## config.mk

```make
export PLATFORM = sky130hd
export DESIGN_NAME = uart_rx_ctrl
export DESIGN_NICKNAME = d
export VERILOG_FILES = /design/src/rtl/uart_rx_pkg.sv /design/src/rtl/uart_rx_ctrl_sync_2ff.sv /design/src/rtl/uart_rx_ctrl.sv
export SDC_FILE = /design/constraint.sdc
export NUM_CORES = 1
export LEC_CHECK = 0
export CAP_MARGIN = 10
export CORE_ASPECT_RATIO = 0.8
export CORE_MARGIN = 5
export CORE_UTILIZATION = 35
export CTS_CLUSTER_SIZE = 20
export DETAILED_ROUTE_END_ITERATION = 8
export PLACE_DENSITY_LB_ADDON = 0.12
export SYNTH_ARGS = -nofsm -noshare
export SYNTH_HDL_FRONTEND = slang
export SYNTH_SLANG_ARGS = --single-unit
```

## constraint.sdc

```tcl
create_clock -name clk -period 2.61 [get_ports clk]
set_input_delay 0.6525 -clock clk [delete_from_list [all_inputs] [get_ports clk]]
set_output_delay 0.6525 -clock clk [all_outputs]
set_load 0.01 [all_outputs]
```

## src/rtl/uart_rx_pkg.sv

```systemverilog
// Shared UART receive definitions: controller state encoding, a
// counter-width helper, and the default frame geometry. The transmitter
// and baud generator use the same defaults.
package uart_rx_pkg;

   typedef enum logic [2:0] {
      ST_IDLE   = 3'd0,
      ST_START  = 3'd1,
      ST_DATA   = 3'd2,
      ST_PARITY = 3'd3,
      ST_STOP   = 3'd4
   } rx_state_e;

   localparam int OVERSAMPLE_DEF = 16;
   localparam int DATA_BITS_DEF  = 8;

   // Bits needed to hold values 0..value-1, never less than one.
   function automatic int clog2(input int value);
      int r;
      r = 0;
      while ((1 << r) < value) r++;
      return (r < 1) ? 1 : r;
   endfunction

endpackage

```

## src/rtl/uart_rx_ctrl_sync_2ff.sv

```systemverilog
// Generic two-flop synchronizer for a single asynchronous bit. The reset
// value is a parameter so an idle-high line can be preset to 1.
module sync_2ff #(
   parameter bit RST_VAL = 1'b1
) (
   input  logic clk,
   input  logic rst,
   input  logic i_d,
   output logic o_q
);

   logic r_meta;
   logic r_sync;

   // Two back-to-back flops resolve metastability before use.
   always_ff @(posedge clk) begin
      if (rst) begin
         r_meta <= RST_VAL;
         r_sync <= RST_VAL;
      end else begin
         r_meta <= i_d;
         r_sync <= r_meta;
      end
   end

   assign o_q = r_sync;

endmodule

```

## src/rtl/uart_rx_ctrl.sv

```systemverilog
// UART receive sequencer: start-bit detection and validation, mid-bit
// sampling, shift strobes into an external SIPO, stop-bit check and a
// valid/ack handshake with overrun detection.
// Optional parity stage is built when UART_RX_PARITY_EN is defined.
module uart_rx_ctrl
   import uart_rx_pkg::*;
#(
   parameter int OVERSAMPLE = OVERSAMPLE_DEF,
   parameter int DATA_BITS  = DATA_BITS_DEF
`ifdef UART_RX_PARITY_EN
   ,
   parameter bit PARITY_ODD = 1'b0
`endif
) (
   input  logic clk,
   input  logic rst,
   input  logic baud_tick,
   input  logic rx_in,
   input  logic data_ack,
   output logic shift,
   output logic sipo_in,
   output logic data_valid,
   output logic frame_err,
   output logic overrun_err,
   output logic busy
`ifdef UART_RX_PARITY_EN
   ,
   output logic parity_err
`endif
);

   localparam int CNT_W = clog2(OVERSAMPLE);
   localparam int BIT_W = clog2(DATA_BITS + 1);
   localparam logic [CNT_W-1:0] MID_START = CNT_W'(OVERSAMPLE / 2 - 1);
   localparam logic [CNT_W-1:0] MID_BIT   = CNT_W'(OVERSAMPLE - 1);
   localparam logic [BIT_W-1:0] LAST_BIT  = BIT_W'(DATA_BITS - 1);

   rx_state_e        r_state, w_state_nxt;
   logic [CNT_W-1:0] r_sample_cnt, w_sample_cnt_nxt;
   logic [BIT_W-1:0] r_bit_cnt, w_bit_cnt_nxt;
   logic             w_rx_s;
   logic             r_rx_d;
   logic             r_data_valid;
   logic             w_shift;
   logic             w_good_stop;
   logic             w_frame_err;
`ifdef UART_RX_PARITY_EN
   logic             r_par, w_par_nxt;
   logic             r_par_bad, w_par_bad_nxt;
   logic             w_parity_err;
`endif

   sync_2ff #(.RST_VAL(1'b1)) u_sync (
      .clk (clk),
      .rst (rst),
      .i_d (rx_in),
      .o_q (w_rx_s)
   );

   // Delay flop for falling-edge detection; preset high so reset never looks like a start.
   always_ff @(posedge clk) begin
      if (rst) r_rx_d <= 1'b1;
      else     r_rx_d <= w_rx_s;
   end

   // State and counter registers.
   always_ff @(posedge clk) begin
      if (rst) begin
         r_state      <= ST_IDLE;
         r_sample_cnt <= '0;
         r_bit_cnt    <= '0;
`ifdef UART_RX_PARITY_EN
         r_par        <= 1'b0;
         r_par_bad    <= 1'b0;
`endif
      end else begin
         r_state      <= w_state_nxt;
         r_sample_cnt <= w_sample_cnt_nxt;
         r_bit_cnt    <= w_bit_cnt_nxt;
`ifdef UART_RX_PARITY_EN
         r_par        <= w_par_nxt;
         r_par_bad    <= w_par_bad_nxt;
`endif
      end
   end

   // Next-state logic; strobes fire on the baud tick that lands mid-bit.
   always_comb begin
      w_state_nxt      = r_state;
      w_sample_cnt_nxt = r_sample_cnt;
      w_bit_cnt_nxt    = r_bit_cnt;
      w_shift          = 1'b0;
      w_good_stop      = 1'b0;
      w_frame_err      = 1'b0;
`ifdef UART_RX_PARITY_EN
      w_par_nxt        = r_par;
      w_par_bad_nxt    = r_par_bad;
      w_parity_err     = 1'b0;
`endif
      case (r_state)
         ST_IDLE: begin
            if (r_rx_d && !w_rx_s) begin
               w_state_nxt      = ST_START;
               w_sample_cnt_nxt = '0;
            end
         end
         ST_START: begin
            if (baud_tick) begin
               if (r_sample_cnt == MID_START) begin
                  w_sample_cnt_nxt = '0;
                  if (!w_rx_s) begin
                     w_state_nxt   = ST_DATA;
                     w_bit_cnt_nxt = '0;
`ifdef UART_RX_PARITY_EN
                     w_par_nxt     = 1'b0;
                     w_par_bad_nxt = 1'b0;
`endif
                  end else begin
                     // Line back high at mid start bit: a glitch, drop silently.
                     w_state_nxt = ST_IDLE;
                  end
               end else begin
                  w_sample_cnt_nxt = r_sample_cnt + 1'b1;
               end
            end
         end
         ST_DATA: begin
            if (baud_tick) begin
               if (r_sample_cnt == MID_BIT) begin
                  w_sample_cnt_nxt = '0;
                  w_shift          = 1'b1;
                  w_bit_cnt_nxt    = r_bit_cnt + 1'b1;
`ifdef UART_RX_PARITY_EN
                  w_par_nxt        = r_par ^ w_rx_s;
                  if (r_bit_cnt == LAST_BIT) w_state_nxt = ST_PARITY;
`else
                  if (r_bit_cnt == LAST_BIT) w_state_nxt = ST_STOP;
`endif
               end else begin
                  w_sample_cnt_nxt = r_sample_cnt + 1'b1;
               end
            end
         end
`ifdef UART_RX_PARITY_EN
         ST_PARITY: begin
            if (baud_tick) begin
               if (r_sample_cnt == MID_BIT) begin
                  // Parity bit is checked here but never shifted into the SIPO.
                  w_sample_cnt_nxt = '0;
                  w_par_bad_nxt    = w_rx_s ^ r_par ^ PARITY_ODD;
                  w_state_nxt      = ST_STOP;
               end else begin
                  w_sample_cnt_nxt = r_sample_cnt + 1'b1;
               end
            end
         end
`endif
         ST_STOP: begin
            if (baud_tick) begin
               if (r_sample_cnt == MID_BIT) begin
                  w_sample_cnt_nxt = '0;
                  w_state_nxt      = ST_IDLE;
                  if (!w_rx_s) begin
                     w_frame_err = 1'b1;
                  end
`ifdef UART_RX_PARITY_EN
                  else if (r_par_bad) begin
                     w_parity_err = 1'b1;
                  end
`endif
                  else begin
                     w_good_stop = 1'b1;
                  end
               end else begin
                  w_sample_cnt_nxt = r_sample_cnt + 1'b1;
               end
            end
         end
         default: begin
            w_state_nxt = ST_IDLE;
         end
      endcase
   end

   // Byte-ready flag: a good stop wins over a same-cycle ack.
   always_ff @(posedge clk) begin
      if (rst)              r_data_valid <= 1'b0;
      else if (w_good_stop) r_data_valid <= 1'b1;
      else if (data_ack)    r_data_valid <= 1'b0;
   end

   // Pulses are suppressed while reset is asserted so a mid-frame reset drops them.
   assign shift       = w_shift & ~rst;
   assign sipo_in     = w_shift & w_rx_s & ~rst;
   assign frame_err   = w_frame_err & ~rst;
   assign overrun_err = w_good_stop & r_data_valid & ~data_ack & ~rst;
   assign data_valid  = r_data_valid;
   assign busy        = (r_state != ST_IDLE);
`ifdef UART_RX_PARITY_EN
   assign parity_err  = w_parity_err & ~rst;
`endif

endmodule

```

== Yosys cells after proc, flatten, opt, wreduce, memory -nomap -nowiden ==
Index checks and enable logic that the tools add are counted.

* Flip-flop bits (word level): 15
* Bits in latches: 0
* Memory bits (writable): 0
* Memory bits (read-only): 0
* Output and inout port bits: 6
* Memories kept: 0

* $add $sub $neg: 2
* Multiply operators: 0
* Divide/modulo/power cells: 0
* Order comparisons: 0
* Eq/ne operators: 16
* Shifts and indexed selects: 0
* Mux-type cells: 35
* Bitwise logic cells: 9
* Reductions and logical operators: 11

{| class="wikitable"
|+ Operator list
! kind !! count
|-
| $mux 4 || 10
|-
| $mux 3 || 8
|-
| $ne 2x2->1 const B || 9
|-
| $mux 1 || 13
|-
| $pmux 3 s4 || 1
|-
| $pmux 4 s3 || 1
|-
| $add 4x1->4 const B || 2
|-
| $eq 4x3->1 const B || 2
|-
| $pmux 4 s2 || 1
|-
| $reduce_and 8->1 || 1
|-
| $and 1x1->1 || 7
|-
| $reduce_and 6->1 || 1
|-
| $reduce_bool 3->1 || 2
|-
| $eq 4x4->1 const B || 1
|-
| $reduce_and 4->1 || 1
|-
| $reduce_bool 2->1 || 2
|-
| $eq 3x1->1 const B || 1
|-
| $eq 3x2->1 const B || 1
|-
| $eq 3x3->1 const B || 1
|-
| $logic_not 3->1 || 1
|-
| $mux 2 || 1
|-
| $ne 2x1->1 const B || 1
|-
| $not 1->1 || 2
|-
| $reduce_or 2->1 || 1
|-
| 2 further kinds || 2
|}

== Depth between registers and ports, before layout ==
* Depth after elaboration: 7
* Depth in mapped cells: 5

== Hierarchy ==
Synthesis repeated with hierarchy kept, for this count alone.

* Cells, all modules: 98
* Area, all modules: 820.8 um2

{| class="wikitable"
|+ By module, submodules not included
! module !! times used !! cells an instance !! area each (um2) !! sequential area each (um2)
|-
| uart_rx_ctrl || 1 || 94 || 768.2 || 260.2
|-
| sync_2ff || 1 || 4 || 52.6 || 40.0
|}

== Worst setup path before layout ==
OpenSTA, ideal clock, no wires.

* Path type: in2out
* From: in baud_tick
* To: out overrun_err
* Data arrival time: 1.980 ns
* Data required time: 1.957 ns
* Path slack: -0.023 ns
* Stages on the path: 5
* Buffers on the path: 1
* Cell sequence: buf_4 nand3_2 or3b_2 or3_1 nor2_1

* Cells in the longest elaborated chain, start to end: 5

{| class="wikitable"
|+ Ends and longest elaborated chain
! what !! line !! text
|-
| start: declaration || uart_rx_ctrl.sv:17 || <nowiki>input logic baud_tick,</nowiki>
|-
| $mux 1 || uart_rx_ctrl.sv:159 || <nowiki>if (baud_tick) begin</nowiki>
|-
| $mux 1 || uart_rx_ctrl.sv:100 || <nowiki>case (r_state)</nowiki>
|-
| $and 1x1->1 (3 in a row) || uart_rx_ctrl.sv:196 || <nowiki>assign overrun_err = w_good_stop & r_data_valid & ~data_ack & ~rst;</nowiki>
|-
| end: declaration || uart_rx_ctrl.sv:24 || <nowiki>output logic overrun_err,</nowiki>
|}

Every way passes these cells.

== Final worst setup path ==
* From: in rst
* To: out sipo_in

* Cells in the longest elaborated chain, start to end: 2

{| class="wikitable"
|+ Ends and longest elaborated chain
! what !! line !! text
|-
| start: declaration || uart_rx_ctrl.sv:16 || <nowiki>input logic rst,</nowiki>
|-
| $not 1->1 || uart_rx_ctrl.sv:194 || <nowiki>assign sipo_in = w_shift & w_rx_s & ~rst;</nowiki>
|-
| $and 1x1->1 || uart_rx_ctrl.sv:194 ||
|-
| end: declaration || uart_rx_ctrl.sv:21 || <nowiki>output logic sipo_in,</nowiki>
|}

Every way passes these cells.

==> results by group <==
Finish
  – Net count of the finished layout: 126
  – Layout overhead on the synthesized area: 29.31%
  – Final standard cell utilization of the core: 47.23%
  – Final standard cell area without fillers: 1154 um2
  – N_diodes: 0
  – Fraction of layout cells with a size suffix above 1: 31.36%

Worst setup path
  – Kind of start point of the critical path: input port
  – Type of element capturing the critical path: primary output
  – Maximum fanout along the worst path: 3
  – Crit path required time: 1.96 ns
  – Critical path start-end classification: input port to primary output
  – Cells on worst reg2reg path: 5
  – Critical path arrival: 1.87 ns

Placement
  – Post-detail-place hpwl: 1.594 mm
  – Count of buffers inserted at the top-level ports: 10
  – Final weighted congestion in routability-driven placement: 0.7700
  – Placed cell area: 1109 um2

Drt
  – Antenna violation net count after detailed routing: 0
  – Uppermost layer routed: met4
  – # DRC: 0
  – Routed wirelength normalized by instance count: 13.56 um
  – Number of optimization iterations in the first detailed-route pass: 4
  – DR WL met3: 78 um
  – Met1 wire length: 1.057 mm
  – Met2 WL post-DR: 939 um
  – Detailed-route vias per instance: 4.955
  – Via count: 763
  – Total wirelength of the detailed-routed design: 2.088 mm
  – Violation count after the first detailed-routing iteration: 55

Floorplanning
  – IO Pins: 11
  – Die area: 3665 um2
  – Starting density of the core: 36.53%
  – Die X-Extent: 66.45 um
  – Count of standard-cell rows: 16
  – Core region area: 2442 um2
  – Die H: 55.16 um

Clocking
  – Total setup buffers inserted after CTS: 0
  – Worst-skew pair later-pin latency: 0.29 ns
  – Clk sink count: 15
  – Total clock buffers created by CTS: 3
  – CTS Root Buffer Type: clkbuf_4
  – Number of H-tree levels: 1
  – CTS max path bufs: 2
  – Hold-fix buffers at CTS: 0
  – Clock transition time at the flip-flop clock pins of the worst setup and hold paths: 0.10 ns
  – CTS tree: yes

Power
  – Static Leak: 0.0004031 uW
  – Power density over the cells: 366.9 nW/um2
  – Worst supply voltage drop on vdd: 0.2844 mV
  – Power consumption: 423.3 uW

Timing
  – Final Skew: 0.003756 ns
  – Worst-case hold slack: 0.4216 ns
  – Max-Slew Margin vs Limit: 58.57%
  – Final-report setup violation count: 0
  – Slew Limit Fails: 0
  – Final Hold Vio Count: 0
  – Setup repair after global routing missed its margin: false
  – Min Tclk post-route: 2.527 ns
  – Top achievable clock speed: 395.7 MHz
  – Final period utilization: 96.83%
  – Worst-Margin Slew: 0.6215 ns
  – Setup total negative slack: 0 ns

Yosys
  – Synthesized netlist cell count: 96
  – Synthesized net count: 103
  – Yosys warnings: 0
  – Number of synthesized register bits: 15
  – Xor/xnor share of the synthesized area: 6.872%
  – Netlist cell types: 38
  – Sequential share of the synthesized area: 33.66%
  – Adder and majority cell fraction of the synthesized area: 2.805%
  – Average cell area after synthesis: 9.293 um2
  – Post-synthesis compound-gate area fraction: 19.07%
  – Multiplexer share of the synthesized area: 3.366%
  – Main combinational cell family by area after synthesis: simple AND/OR/NAND/NOR gates
  – Synthesized-area fraction occupied by and/or/nand/nor cells: 29.73%
  – Post-synthesis instance area: 892.1 um2

Global route
  – Total global routing overflow: 0
  – Pin count of the biggest net entering global routing: 18
  – Initial antenna violation count: 0
  – Global-route wire length before repair: 3.615 mm
  – Total GRT Usage: 13.33%
  – Number of global-route vias before repair: 786

Worst hold path
  – Worst Hold Class: flop to flop
  – Hold Path Cell Cnt: 1

Status
  – Result of the run: finished, final reports clean

Flow run
  – Max-cap viol count: 0
-- report_power, final --
part | switching (uW) | internal, uW
sequential | 3.50 | 232
clock | 85.3 | 58.4
combinational | 22.8 | 21.0
total | 112 | 312
-- flip-flops by register name (all words and copies together) (netlist names) --
name,flops
data_valid,1
r_bit_cnt,4
r_rx_d,1
r_sample_cnt,4
r_state,3
u_sync.o_q,1
u_sync.r_meta,1
-- layout by cell type, fill, tap and decap left out, drive strengths merged, types with 3 or more instances in the layout --
cell type / synthesis / routed
mux2i: 3 / 3
clkbuf: 1 / 4
a21oi: 3 / 3
nor2: 7 / 7
xor2: 3 / 3
inv: 3 / 3
clkdlybuf4s50: 0 / 4
nor3: 6 / 6
nand3: 9 / 9
dlygate4sd2: 0 / 3
nand2b: 4 / 4
xnor2: 4 / 4
buf: 4 / 14
or2: 3 / 3
dfxtp: 15 / 15
-- per-stage QoR --
step / instances / setup WS [ns]
detailed placement: 150 / -0.7629
CTS: 154 / 0.004449
finish: 154 / 0.08267
global placement: 150 / -0.7432
floorplan: 96 / 0.02031
global route: 154 / 0.00004974
-- routing by layer --
layer	track usage, %	up-vias
met3	5.253	2
met4	2.365	0
met5	0	-
met1	16.83	355
li1	-	396
met2	21.91	10
-- synthesized netlist by cell type --
cell type  instances  area [um2]
o2111ai_1          2       17.52
nand4_1            2       12.51
ha_1               2       25.02
clkbuf_1           1       3.750
nand2_1            2       7.510
xor2_1             3       26.28
a31oi_1            1       6.260
nor3_1             4       20.02
nand3b_1           2       15.01
nor2_1             7       26.28
a2111oi_4          2       55.05
or4b_4             1       13.76
o22ai_1            1       6.260
nand3_2            1       10.01
or2_2              3       18.77
o21ai_0            2       10.01
inv_1              3       11.26
dfxtp_1           15       300.3
buf_2              2       10.01
xnor2_1            4       35.03
mux2i_1            3       30.03
o211ai_1           2       15.01
nor3_2             2       20.02
a22oi_1            1       7.510
a211oi_2           1       12.51
nand2b_1           4       25.02
nor4b_1            1       8.760
o21a_1             1       7.510
buf_4              2       15.01
or3b_2             2       17.52
and3_1             1       6.260
a221oi_1           1       8.760
or3_1              1       6.260
and3b_1            1       8.760
nand4b_1           1       8.760
nand3_1            8       40.04
o32ai_1            1       8.760
a21oi_1            3       15.01
-- repair_timing --
action / CTS / global route
resized for setup: 12 / 7
endpoints found under the setup margin: 4 / 3
cloned: 0 / 0
pin swaps: 0 / 1
-- worst max-delay path: stages --
cell	delay [ns]
dlygate4sd2_1	0.25
or3b_4	0.39
buf_4	0.14
nor3_1	0.17
clkdlybuf4s15_1	0.27
-- logic make-up (layout without fill, tap and decap cells) --
family,after synthesis,after routing
buffers and inverters,8,30
AOI/OAI and AO/OA,18,18
muxes,3,3
xor gates and xnor gates,7,7
adders and majority gates,2,2
DFF,15,15
and+or+nand+nor,43,43
-- final cells by class --
| type | instances | area (um2) |
|---|---|---|
| Clock inverter | 1 | 7.507 |
| Timing Repair Buffer | 23 | 183.9 |
| Sequential cell | 15 | 302.8 |
| Clock buffer | 3 | 22.52 |
| Multi-Input combinational cell | 73 | 580.6 |
| Fill cell | 260 | 1289 |
| Inverter | 3 | 11.26 |
| Tap cell | 36 | 45.04 |
-- worst paths after layout --
check                            from                      end  slack, ns
min reg2reg  u_sync.r_meta$_SDFF_PP1_    u_sync.o_q$_SDFF_PP1_       0.42
min          u_sync.r_meta$_SDFF_PP1_    u_sync.o_q$_SDFF_PP1_       0.42
max                               rst                  sipo_in       0.08
max reg2reg   r_state[0]$_SDFFE_PP0P_  r_state[1]$_SDFFE_PP0P_       0.62
Power figures use the tool's default switching activity.
